--- src/rtl/demosaic_pkg.sv ---
// Shared definitions for the demosaic datapath: default widths, the product
// word type used by the multiplier wrapper and its consumers, and clog2.
package demosaic_pkg;

    localparam int PROD_W_DEF    = 25;
    localparam int OUT_W_DEF     = 8;
    localparam int SHIFT_DEF     = 10;
    localparam int TERMS_MAX_DEF = 4;

    typedef logic [PROD_W_DEF-1:0] prod_t;

    function automatic int clog2(input int v);
        int r;
        int x;
        r = 0;
        x = v - 1;
        while (x > 0) begin
            r++;
            x = x >> 1;
        end
        return r;
    endfunction

endpackage

--- src/rtl/demosaic_wsum_norm_if.sv ---
// Valid/ready stream with a group-end marker; used for both the product input
// and the pixel output of the weighted-sum normaliser.
interface demosaic_wsum_norm_if
    import demosaic_pkg::*;
#(
    parameter int W = OUT_W_DEF
);

    logic [W-1:0] data;
    logic         valid;
    logic         last;
    logic         ready;

    modport master (output data, output valid, output last, input ready);
    modport slave  (input data, input valid, input last, output ready);

endinterface

--- src/rtl/demosaic_round_sat.sv ---
// Combinational round-half-up, right shift and clip of an accumulated sum to
// an output pixel component, flagging when the clip was applied.
module demosaic_round_sat
    import demosaic_pkg::*;
#(
    parameter int ACC_W = PROD_W_DEF + 2,
    parameter int SHIFT = SHIFT_DEF,
    parameter int OUT_W = OUT_W_DEF
) (
    input  logic [ACC_W-1:0] i_sum,
    output logic [OUT_W-1:0] o_pix,
    output logic             o_sat
);

    // One spare bit so adding the half-LSB never wraps.
    localparam int             RW   = ACC_W + 1;
    localparam logic [RW-1:0]  HALF = RW'(1) << (SHIFT - 1);
    localparam logic [RW-1:0]  MAXV = RW'((1 << OUT_W) - 1);

    function automatic logic [RW-1:0] round_shift(input logic [ACC_W-1:0] s);
        return ({1'b0, s} + HALF) >> SHIFT;
    endfunction

    function automatic logic is_sat(input logic [RW-1:0] r);
        return r > MAXV;
    endfunction

    function automatic logic [OUT_W-1:0] clip(input logic [RW-1:0] r);
        return is_sat(r) ? OUT_W'(MAXV) : r[OUT_W-1:0];
    endfunction

    logic [RW-1:0] w_r;

    assign w_r   = round_shift(i_sum);
    assign o_sat = is_sat(w_r);
    assign o_pix = clip(w_r);

endmodule

--- src/rtl/demosaic_wsum_norm.sv ---
// Accumulates the weighted neighbour products of one colour sample, then
// rounds, shifts and saturates the sum into a pixel component.
module demosaic_wsum_norm
    import demosaic_pkg::*;
#(
    parameter int PROD_W    = PROD_W_DEF,
    parameter int TERMS_MAX = TERMS_MAX_DEF,
    parameter int SHIFT     = SHIFT_DEF,
    parameter int OUT_W     = OUT_W_DEF
) (
    input  logic                 ap_clk,
    input  logic                 ap_rst_n,
    demosaic_wsum_norm_if.slave  prod,
    demosaic_wsum_norm_if.master pix,
    output logic                 err_overrun,
    output logic [15:0]          sat_count
);

    localparam int              ACC_W    = PROD_W + clog2(TERMS_MAX);
    localparam int              CNT_W    = (clog2(TERMS_MAX) > 0) ? clog2(TERMS_MAX) : 1;
    localparam logic [CNT_W-1:0] CNT_LAST = CNT_W'(TERMS_MAX - 1);

    logic [1:0]       r_rst_sync;
    logic             w_rst_n;

    logic [ACC_W-1:0] r_acc_p0;
    logic [CNT_W-1:0] r_cnt_p0;
    logic [ACC_W-1:0] w_sum_p0;
    logic             w_accept;
    logic             w_cnt_full;
    logic             w_close;

    logic [ACC_W-1:0] r_sum_p1;
    logic             r_vld_p1;
    logic [OUT_W-1:0] w_pix_p1;
    logic             w_sat_p1;

    logic [OUT_W-1:0] r_pix_p2;
    logic             r_vld_p2;

    logic             w_out_free;
    logic             w_b_free;

    // Reset asserts immediately but releases on a clock edge.
    always_ff @(posedge ap_clk or negedge ap_rst_n) begin
        if (!ap_rst_n) r_rst_sync <= 2'b00;
        else           r_rst_sync <= {r_rst_sync[0], 1'b1};
    end

    assign w_rst_n = r_rst_sync[1];

    assign w_out_free = ~r_vld_p2 | pix.ready;
    assign w_b_free   = ~r_vld_p1 | w_out_free;
    assign prod.ready = w_rst_n & w_b_free;

    assign w_accept   = prod.valid & prod.ready;
    assign w_cnt_full = (r_cnt_p0 == CNT_LAST);
    assign w_close    = prod.last | w_cnt_full;
    assign w_sum_p0   = (r_cnt_p0 == '0) ? ACC_W'(prod.data)
                                         : r_acc_p0 + ACC_W'(prod.data);

    // ---- stage p0: accumulate terms of the open group ----
    always_ff @(posedge ap_clk or negedge w_rst_n) begin
        if (!w_rst_n) begin
            r_acc_p0    <= '0;
            r_cnt_p0    <= '0;
            err_overrun <= 1'b0;
        end else if (w_accept) begin
            if (w_close) begin
                r_cnt_p0 <= '0;
            end else begin
                r_cnt_p0 <= r_cnt_p0 + CNT_W'(1);
                r_acc_p0 <= w_sum_p0;
            end
            if (w_cnt_full && !prod.last) err_overrun <= 1'b1;
        end
    end

    // ---- stage p1: closed-group sum awaiting normalisation ----
    always_ff @(posedge ap_clk or negedge w_rst_n) begin
        if (!w_rst_n) begin
            r_sum_p1 <= '0;
            r_vld_p1 <= 1'b0;
        end else if (w_accept && w_close) begin
            r_sum_p1 <= w_sum_p0;
            r_vld_p1 <= 1'b1;
        end else if (w_out_free) begin
            r_vld_p1 <= 1'b0;
        end
    end

    demosaic_round_sat #(
        .ACC_W (ACC_W),
        .SHIFT (SHIFT),
        .OUT_W (OUT_W)
    ) u_round_sat (
        .i_sum (r_sum_p1),
        .o_pix (w_pix_p1),
        .o_sat (w_sat_p1)
    );

    // ---- stage p2: output register, held while downstream stalls ----
    always_ff @(posedge ap_clk or negedge w_rst_n) begin
        if (!w_rst_n) begin
            r_pix_p2  <= '0;
            r_vld_p2  <= 1'b0;
            sat_count <= '0;
        end else if (w_out_free) begin
            r_vld_p2 <= r_vld_p1;
            if (r_vld_p1) begin
                r_pix_p2 <= w_pix_p1;
                if (w_sat_p1 && sat_count != 16'hFFFF) sat_count <= sat_count + 16'd1;
            end
        end
    end

    assign pix.data  = r_pix_p2;
    assign pix.valid = r_vld_p2;
    assign pix.last  = 1'b1;

endmodule

--- src/flat_wrapper.sv ---
// flat-port wrapper written by rule: the top's interface ports become plain ports
module demosaic_wsum_norm_flat import demosaic_pkg::*;
#(
    parameter int PROD_W    = PROD_W_DEF,
    parameter int TERMS_MAX = TERMS_MAX_DEF,
    parameter int SHIFT     = SHIFT_DEF,
    parameter int OUT_W     = OUT_W_DEF
)
  (ap_clk, ap_rst_n, err_overrun, sat_count, prod_data, prod_valid, prod_last, prod_ready, pix_data, pix_valid, pix_last, pix_ready);
  demosaic_wsum_norm_if #(.W(25)) prod_i ();
  demosaic_wsum_norm_if #(.W(8)) pix_i ();
  input  logic ap_clk;
  input  logic ap_rst_n;
  output logic err_overrun;
  output logic [15:0] sat_count;
  input wire logic [$bits(prod_i.data)-1:0] prod_data;
  input wire logic [$bits(prod_i.valid)-1:0] prod_valid;
  input wire logic [$bits(prod_i.last)-1:0] prod_last;
  output wire logic [$bits(prod_i.ready)-1:0] prod_ready;
  output wire logic [$bits(pix_i.data)-1:0] pix_data;
  output wire logic [$bits(pix_i.valid)-1:0] pix_valid;
  output wire logic [$bits(pix_i.last)-1:0] pix_last;
  input wire logic [$bits(pix_i.ready)-1:0] pix_ready;
  assign prod_i.data = prod_data;
  assign prod_i.valid = prod_valid;
  assign prod_i.last = prod_last;
  assign prod_ready = prod_i.ready;
  assign pix_data = pix_i.data;
  assign pix_valid = pix_i.valid;
  assign pix_last = pix_i.last;
  assign pix_i.ready = pix_ready;
  demosaic_wsum_norm #(.PROD_W(PROD_W), .TERMS_MAX(TERMS_MAX), .SHIFT(SHIFT), .OUT_W(OUT_W)) u_core (.ap_clk(ap_clk), .ap_rst_n(ap_rst_n), .prod(prod_i), .pix(pix_i), .err_overrun(err_overrun), .sat_count(sat_count));
endmodule
--- config.mk ---
export PLATFORM = sky130hd
export DESIGN_NAME = demosaic_wsum_norm_flat
export DESIGN_NICKNAME = d
export VERILOG_FILES = /design/src/rtl/demosaic_pkg.sv /design/src/rtl/demosaic_wsum_norm_if.sv /design/src/rtl/demosaic_round_sat.sv /design/src/rtl/demosaic_wsum_norm.sv /design/src/flat_wrapper.sv
export SDC_FILE = /design/constraint.sdc
export NUM_CORES = 1
export LEC_CHECK = 0
export ABC_AREA = 1
export BUFFER_PORTS_ARGS = -buffer_cell sky130_fd_sc_hd__buf_2
export CORE_ASPECT_RATIO = 0.9
export CORE_MARGIN = 1
export CORE_UTILIZATION = 48
export CTS_CLUSTER_DIAMETER = 200
export DETAILED_ROUTE_END_ITERATION = 10
export PLACE_DENSITY = 0.67
export SYNTH_ARGS = -nofsm -noshare
export SYNTH_HDL_FRONTEND = slang
export SYNTH_SLANG_ARGS = --single-unit
--- constraint.sdc ---
create_clock -name ap_clk -period 6.2 [get_ports ap_clk]
set_clock_uncertainty 0.05 [all_clocks]
set_input_delay 0.93 -clock ap_clk [delete_from_list [all_inputs] [get_ports ap_clk]]
set_output_delay 0.93 -clock ap_clk [all_outputs]
set_load 0.1 [all_outputs]
==> metrics, run 1 <==
core area around 12000 um2; total power draw approximately 2.8 mW; setup TNS 0 ps; leakage power between 3 and 4 nW; Max Cap Viol 0; Post-Route WL 15.0 mm; PD cells between 400 and 500 nW/um2; dpl hpwl between 10 and 15 mm; Synth-to-Final Area Change 12.0%; reg-to-reg endpoint u_core.r_acc_p0[22]$_DFFE_PN0P_; WS Path Type register to output pin; vias in the first global route 5285; Initial Util 0.495; share of post-route cells with drive strength above 1 0.112; Num CTS Buffers 9; Mapped Cells around 940; # IOs 58; Synth Cell Area around 6000 um2; postcts setup bufs 0; most frequent cells after synthesis 390 x nand2_1, 132 x inv_1, 86 x nand3_1; worst path required time approximately 5200 ps; Switching Fraction 0.486; Critical Path Sink Type output pin; Max Clk Rate around 320 MHz; Gate power share 0.513; worst rel slew slack 0.343; antenna cell count 0; Yosys top cell area share 0.317; Yosys reg bits 76; CTS-repair resized insts 0; Via Count roughly 5800; Util after Layout 0.554; PortBufs 56; Clk Latency, worst-skew pair 350 ps; final period utilization 0.501; Slew @ Worst Pin around 990 ps; Final GP Congestion approximately 0.91; VDD IR max between 0.2 and 0.25 mV; root buffer cell clkbuf_16; Reg clk slew, reported paths approximately 60 ps; Die X 120 um; CTS Sinks between 70 and 80; First-pass DRT Iterations 5; RR Startpoint u_core.r_cnt_p0[0]$_DFFE_PN0P_; Clk network pwr share 0.204; sw power 1.36 mW; vias per cell around 5.0; Tot GR Track Use 0.251; Final ANT Viol Nets 0; total internal power roughly 1.4 mW; number of synthesized flops with an enable pin 0; Synth Warn # 0; Final #Nets between 1000 and 1500; GRT overflow 0; # rows 38; Synth cell types 39; Final setup viols 0; die area about 13000 um2; H-tree depth 3; initial antenna violation count 0; WL per Instance around 13 um; Post-synth top flop dfrtp_1; cell taking the most area after synthesis dfrtp_1; RSZ-0062 raised after global routing false; Synth area leaders dfrtp_1 32%, nand2_1 24%, inv_1 8.3%, nand3_1 7.2%, ha_1 6.0%; Final min period between 3000 and 4000 ps; post-place setup slack around 3000 ps; Hold WC Path Type primary input to async pin; synthesized area per cell roughly 6.4 um2; slack of the critical path roughly 3100 ps; Arr. time, crit path between 2000 and 2500 ps; Critical Path Fanout Max 75; outcome completed; worst-case reg-to-reg path depth 7; Seq/Total Area, Yosys 0.317; Seq pwr share 0.282; ys async rst share 1.00; CP startpoint kind register; filler instances around 1300; first-pass GRT wire length between 20 and 30 mm; r2r setup slk between 3000 and 4000 ps; # hold bufs at CTS 0; top-count cell post-synth nand2_1; initial drt markers 355; final hold violation count 0; die height 108 um; largest net degree at the start of global routing 76; CTS tree yes; Slew Viols, Final 0; Clock Tree Buf Depth 2; DRC 0
-- power by group through the flow --
stage                     sequential (mW)  combinational (mW)  clock (mW)
after floorplan                     0.972               0.933           0
after global placement              0.794                1.41           0
after detailed placement            0.792                1.43           0
after CTS                           0.788                1.43       0.585
after global routing                0.813                1.62       0.603
final                               0.791                1.44       0.572
-- per-stage QoR --
stage	std cells	hold WS, ps	cell area, um2
3_5_place_dp	1141	288	6410
6_report	1157	299	6720
5_1_grt	1157	291	6720
3_3_place_gp	1141	284	6410
4_1_cts	1157	288	6720
2_1_floorplan	940	281	6000
-- per-layer routing --
metal,global-route usage,share of wire,up-vias
li1,-,-,3010
met1,0.382,0.54,2634
met2,0.364,0.41,133
met3,0.0506,0.048,9
met4,0.0563,0.0087,0
met5,0,0,-
-- worst max-delay path, stage by stage, from the launching register on --
cell and delay [ps]:
dfrtp_4 1080, nand2_1 150, inv_1 110, buf_2 430
-- registers in the layout (all words and copies together), names as in the netlist --
register / cells
u_core.err_overrun: 1
u_core.pix.data: 8
u_core.r_rst_sync: 2
u_core.r_vld_p1: 1
u_core.pix.valid: 1
u_core.sat_count: 16
u_core.r_acc_p0: 27
u_core.r_cnt_p0: 2
u_core.r_sum_p1: 18
-- cell usage in the layout (no fill, tap or decap), types with 2 or more instances in the layout --
cell type	count
a2bb2oi_1	2
conb_1	2
nand4_1	10
nand3_1	86
ha_1	29
or2_2	11
o21bai_1	9
clkbuf_1	2
nor2_2	2
buf_2	56
dfrtp_1	75
nand2_2	12
nand3_2	2
nor2_1	63
nand2_4	3
xor2_1	18
and2_1	3
nor2_4	4
bufinv_16	2
buf_4	3
a21oi_1	18
o21ai_0	17
nand3b_1	9
clkbuf_16	9
inv_1	132
clkinv_2	2
nand2_1	390
xnor2_1	7
nor4_1	2
clkinv_1	2
nor3_1	4
-- area by class of cell --
type / count / area (um2) / share of cell area
multi-input cells: 711 / 3490 / 0.520
repair buffers: 59 / 303 / 0.0451
clock buffers: 11 / 233 / 0.0346
well taps: 160 / 200 / 0.0298
flip-flops and latches: 76 / 1910 / 0.284
inverters: 135 / 507 / 0.0754
clock inverters: 5 / 77.6 / 0.0115
-- worst max path at each step --
| stage | start | slack (ps) | to | cells after the start |
|---|---|---|---|---|
| 6_report | u_core.r_rst_sync[1]$_DFF_PN0_ | 3090 | prod_ready | 3 |
| 5_1_grt | u_core.r_rst_sync[1]$_DFF_PN0_ | 2850 | prod_ready | 3 |
| 4_1_cts | u_core.r_rst_sync[1]$_DFF_PN0_ | 3000 | prod_ready | 3 |
| 3_5_place_dp | pix_ready | 2950 | u_core.sat_count[2]$_DFFE_PN0P_ | 8 |
| 3_3_place_gp | pix_ready | 3010 | u_core.sat_count[7]$_DFFE_PN0P_ | 8 |
| 2_1_floorplan | u_core.r_rst_sync[1]$_DFF_PN0_ | 2400 | u_core.r_sum_p1[24]$_DFFE_PN0P_ | 7 |
-- kinds of logic (layout without fill, tap and decap cells) --
group           count (synthesis)  in the layout  synth area share
compound gates                 52             52            0.0509
xor+xnor                       25             25            0.0365
fa+ha+maj                      30             30            0.0638
buf+inv                       153            210             0.101
flops                          76             76             0.317
other cells                     1              2          0.000625
simple gates                  602            602             0.430
Power figures use the tool's default switching activity.
==> run 2, diff against run 1 <==
Settings changed: PLACE_DENSITY 0.67 to 0.69.
Clock period 6.2 ns to 2.8 ns, I/O delays scaled along.
==> metrics, run 2 (same netlist as run 1, synthesis figures left out) <==
outcome completed; Slew Viols, Final 0 (unchanged); PortBufs 56 (unchanged); Slew @ Worst Pin 970 ps (-16.3 ps); DRC 0 (unchanged); Hold WC Path Type primary input to register; die area 13000 um2 (unchanged); Final GP Congestion 0.892 (-1.8%); Max Cap Viol 0 (unchanged); dpl hpwl 11.4 mm (+1.9%); Critical Path Fanout Max 17 (-77%); Post-Route WL 15.1 mm (+0.81%); total power draw 6.26 mW (+120%); Clk Latency, worst-skew pair 350 ps (about the same); max reg flops 27 (unchanged); RR Startpoint u_core.sat_count[0]$_DFFE_PN0P_; largest net degree at the start of global routing 75 (-1.3%); GRT overflow 0 (unchanged); Clock Tree Buf Depth 2 (unchanged); Tot GR Track Use 0.249 (-0.00196); first-pass GRT wire length 25.4 mm (about the same); most frequent cells in the layout 390 x nand2_1, 132 x inv_1, 86 x nand3_1; Num CTS Buffers 9 (unchanged); commonest non-fill, non-tap cell in the layout nand2_1; Synth-to-Final Area Change 12.9%; Die X 120 um (unchanged); Arr. time, crit path 2560 ps (+430 ps); Final ANT Viol Nets 0 (unchanged); Max Clk Rate 421 MHz; Final setup viols 0 (unchanged); Final min period 2380 ps; # rows 38 (unchanged); WL per Instance 13.0 um (+0.37%); worst-case reg-to-reg path depth 9 (+2); Critical Path Sink u_core.sat_count[5]$_DFFE_PN0P_; H-tree depth 3 (unchanged); initial antenna violation count 0 (unchanged); setup TNS 0 ps (unchanged); Initial Util 0.495 (unchanged); WS Path Type register to register; CTS tree yes; vias in the first global route 5276 (-0.17%); antenna cell count 0 (unchanged); Critical Path Sink Type register; Min Hold Slack 286 ps (-12.9 ps); PD cells 924 nW/um2 (+120%); # IOs 58 (unchanged); CP startpoint kind register; VDD IR max 0.508 mV (+140%); core area 12100 um2 (unchanged); Inst Count DP 1145 (+0.35%); reg-to-reg endpoint u_core.sat_count[5]$_DFFE_PN0P_; share of post-route cells with drive strength above 1 0.118 (+0.00543); CTS Sinks 76 (unchanged); final period utilization 0.848; r2r setup slk 420 ps (-2750 ps); worst path required time 2980 ps (-2240 ps); Via Count 5794 (+0.14%); die height 108 um (unchanged); vias per cell 4.99 (-0.29%); RSZ-0062 raised after global routing false; Reg with most FFs u_core.r_acc_p0; critical path startpoint u_core.sat_count[0]$_DFFE_PN0P_; Final #Nets 1057 (+0.48%); hold depth 4; largest registers u_core.r_acc_p0 (27), u_core.r_sum_p1 (18), u_core.sat_count (16); Layout Cells excl Fill 1162 (+0.43%); worst rel slew slack 0.353 (+0.0109); leakage power 3.79 nW (+0.80%); final hold violation count 0 (unchanged); Reg clk slew, reported paths 70 ps (about the same); First-pass DRT Iterations 5 (unchanged); root buffer cell clkbuf_16; initial drt markers 439 (+24%)
run 2: final cells by class:
class / count / area, um2
Fill cell: 1241 / 5350
Multi-Input combinational cell: 711 / 3490
Sequential cell: 76 / 1910
Inverter: 135 / 507
Timing Repair Buffer: 64 / 343
Clock buffer: 10 / 229
Tap cell: 160 / 200
Clock inverter: 6 / 95.1
run 2: worst min-delay path by stage:
| stage | startpoint | endpoint | slack [ps] |
|---|---|---|---|
| after floorplan | ap_rst_n | u_core.r_rst_sync[0]$_DFF_PN0_ | 70 |
| after global placement | ap_rst_n | u_core.r_rst_sync[0]$_DFF_PN0_ | 160 |
| after detailed placement | ap_rst_n | u_core.r_rst_sync[0]$_DFF_PN0_ | 160 |
| after CTS | pix_ready | u_core.pix.valid$_DFFE_PN0N_ | 290 |
| after global routing | u_core.r_rst_sync[0]$_DFF_PN0_ | u_core.r_rst_sync[1]$_DFF_PN0_ | 320 |
| final | pix_ready | u_core.pix.valid$_DFFE_PN0N_ | 290 |
run 2: critical path: stages (launching register included):
cell and delay (ps):
dfrtp_1 420, ha_1 240, nand3_1 160, nor2_1 110, nand2_1 130, nor4_2 50
a21oi_2 620, nand2_4 290, nand2_1 120, nand2_1 70
run 2: per-stage QoR:
stage                      util  setup slack, ps  instance area [um2]
after floorplan               -             59.9                 6010
after global placement    0.531              418                 6440
after detailed placement  0.531              388                 6440
after CTS                 0.559              429                 6780
after global routing      0.559              206                 6780
final                     0.559              424                 6780
run 2: report_power, final:
group	switching [mW]	leakage, nW	internal [mW]
logic	2.24	2.69	0.993
clock network	0.517	0.158	0.792
registers	0.293	0.944	1.42
run 2: repair_timing:
item                                   in CTS  in global routing
hold buffers                                1                  0
setup endpoints to repair                   0                  0
gates resized for setup                     0                  0
endpoints found under the hold margin       2                  0
setup buffers                               0                  0
run 2: per-layer routing:
layer / global-route usage / vias to the layer above / wire length, um
li1: - / 3033 / -
met2: 0.371 / 139 / 6310
met1: 0.377 / 2606 / 7930
met4: 0.0634 / 0 / 157
met5: 0 / - / 0
met3: 0.0353 / 16 / 738
==> run 3, diff against run 2 <==
Settings changed: PLACE_DENSITY 0.69 to 0.67.
Clock period 2.8 ns to 2.45 ns, I/O delays scaled along.
==> metrics, run 3 (same netlist as run 1, synthesis figures left out) <==
H-tree depth 3 (unchanged); Critical Path Sink Type register; busiest grt layer met1; Via Count 5843 (+0.85%); Die X 120 um (unchanged); worst path bufs/invs 2 (+2); commonest non-fill, non-tap cell in the layout nand2_1; Max Clk Rate 450 MHz (+6.8%); slack of the critical path 226 ps (-199 ps); crit-path cells ha_1, inv_1, fa_1, inv_2, nand3_1, nand3_2, nand2_1, nand2_2, nand2_1, nand2_1, nand2_1, nand3_1, nand2_1, nand2_1, nand2_1; Clk Latency, worst-skew pair 350 ps (about the same); Post-Route WL 15.3 mm (+1.2%); WL per Instance 13.1 um (+0.83%); first-pass GRT wire length 26.0 mm (+2.3%); Synth-to-Final Area Change 14.2%; Tot GR Track Use 0.255 (+0.00514); filler instances 1250 (+0.73%); Final ANT Viol Nets 0 (unchanged); Slew Viols, Final 0 (unchanged); met3 track demand over resource 0.0485 (+0.0132); Slew @ Worst Pin 954 ps (-15.6 ps); FF/Latch Area 1910 um2 (+0.39%); CTS tree yes; final hold violation count 0 (unchanged); WS Path Type register to register; Max Cap Viol 0 (unchanged); # IOs 58 (unchanged); First-pass DRT Iterations 5 (unchanged); Reg with most FFs u_core.r_acc_p0; largest registers u_core.r_acc_p0 (27), u_core.r_sum_p1 (18), u_core.sat_count (16); post-place setup slack 3.97 ps (-384 ps); Final min period 2220 ps (-151 ps); met1 usage 0.379 (+0.00153); # rows 38 (unchanged); outcome completed; die height 108 um (unchanged); vias per cell 5.01 (+0.50%); Critical Path Fanout Max 5 (-12); root buffer cell clkbuf_16; setup TNS 0 ps (unchanged); M2 GR Usage 0.376 (+0.00537); Reg clk slew, reported paths 60 ps (about the same); critical path's most frequent cell nand2_1; vias in the first global route 5384 (+2.0%); initial antenna violation count 0 (unchanged); final period utilization 0.908 (+0.0594); CP startpoint kind register; RR Startpoint u_core.r_acc_p0[0]$_DFFE_PN0P_; Clock Tree Buf Depth 2 (unchanged); antenna cell count 0 (unchanged); share of post-route cells with drive strength above 1 0.132 (+0.0144); core area 12100 um2 (unchanged); dpl hpwl 11.5 mm (+0.95%); Arr. time, crit path 2410 ps (-150 ps); Final GP Congestion 0.954 (+7.0%); CTS Sinks 76 (unchanged); Hold Startpoint pix_ready; PortBufs 56 (unchanged); critical path's top delay family simple AND/OR/NAND/NOR gates; largest net degree at the start of global routing 75 (unchanged); GRT overflow 0 (unchanged); worst path required time 2630 ps (-350 ps); leakage power 3.81 nW (+0.50%); RSZ-0062 raised after global routing false; Initial Util 0.495 (unchanged); die area 13000 um2 (unchanged); PD cells 1050 nW/um2 (+14%); Final setup viols 0 (unchanged); Final #Nets 1061 (+0.38%); Hold WC Path Type primary input to register; max reg flops 27 (unchanged); VDD IR max 0.504 mV (-0.90%); slowest CP cell fa_1; Num CTS Buffers 9 (unchanged); worst rel slew slack 0.364 (+0.0104); critical path startpoint u_core.r_acc_p0[0]$_DFFE_PN0P_; delay of the slowest cell on the worst path 410 ps (-210 ps); initial drt markers 452 (+3.0%); most frequent cells in the layout 387 x nand2_1, 130 x inv_1, 85 x nand3_1; DRC 0 (unchanged); Multi-input gate area 3510 um2 (+0.50%)
==> run 3: cell types whose count changed in the layout (fill, tap and decap cells not counted), sizes merged <==
cell,previous run,this run
inv,135,133
clkbuf,10,11
clkinvlp,0,3
clkinv,4,2
buf,63,67
==> run 3: path summary, 6_finish.rpt <==
check | end | slack [ps] | cells past startpoint
setup / recovery | u_core.r_acc_p0[12]$_DFFE_PN0P_ | 230 | 15
hold / removal | u_core.pix.valid$_DFFE_PN0N_ | 240 | 4
setup reg to reg | u_core.r_acc_p0[12]$_DFFE_PN0P_ | 230 | 15
hold reg to reg | u_core.r_rst_sync[1]$_DFF_PN0_ | 300 | 0
max in group asynchronous | u_core.pix.valid$_DFFE_PN0N_ | 1110 | 1
min in group asynchronous | u_core.r_rst_sync[0]$_DFF_PN0_ | 290 | 2
==> run 3: cell type report <==
type	count	share of cell area
inverters	135	0.0747
clock buffers	11	0.0354
flip-flops and latches	76	0.279
clock inverters	5	0.0122
repair buffers	68	0.0566
multi-input cells	711	0.513
well taps	160	0.0292
==> run 3: stage by stage <==
| step | std cells | instance area (um2) | util | hold WS (ps) | total power, mW |
|---|---|---|---|---|---|
| 2_1_floorplan | 940 | 6030 | - | 21.9 | 4.83 |
| 3_3_place_gp | 1149 | 6500 | 0.536 | 108 | 5.66 |
| 3_5_place_dp | 1149 | 6500 | 0.536 | 108 | 5.69 |
| 4_1_cts | 1166 | 6840 | 0.564 | 236 | 7.21 |
| 5_1_grt | 1166 | 6850 | 0.565 | 263 | 7.82 |
| 6_report | 1166 | 6850 | 0.565 | 241 | 7.21 |
==> run 3: per-layer routing <==
layer / part of all wire / wire length [um]
met1: 0.51 / 7790
met2: 0.41 / 6250
met3: 0.072 / 1100
met4: 0.011 / 176
met5: 0 / 0
==> run 3: timing repair <==
| action | 4_1_cts | 5_1_grt |
|---|---|---|
| hold buffers | 1 | 0 |
| gates resized for setup | 0 | 4 |
| hold endpoints to repair | 2 | 0 |
| setup buffers | 0 | 0 |
| setup endpoints to repair | 0 | 21 |
==> run 3: worst reg2reg max path, delay by kind of cell (launching register included) <==
kind	cells	cell delay [ps]
fa+ha+maj	2	620
buf+inv	2	190
flops	1	350
simple gates	11	910
==> run 3: power breakdown <==
| group | internal, mW | total, mW | switching (mW) |
|---|---|---|---|
| Sequential | 1.63 | 1.96 | 0.324 |
| Combinational | 1.18 | 3.77 | 2.59 |
| Clock | 0.924 | 1.48 | 0.556 |
| Total | 3.73 | 7.21 | 3.47 |
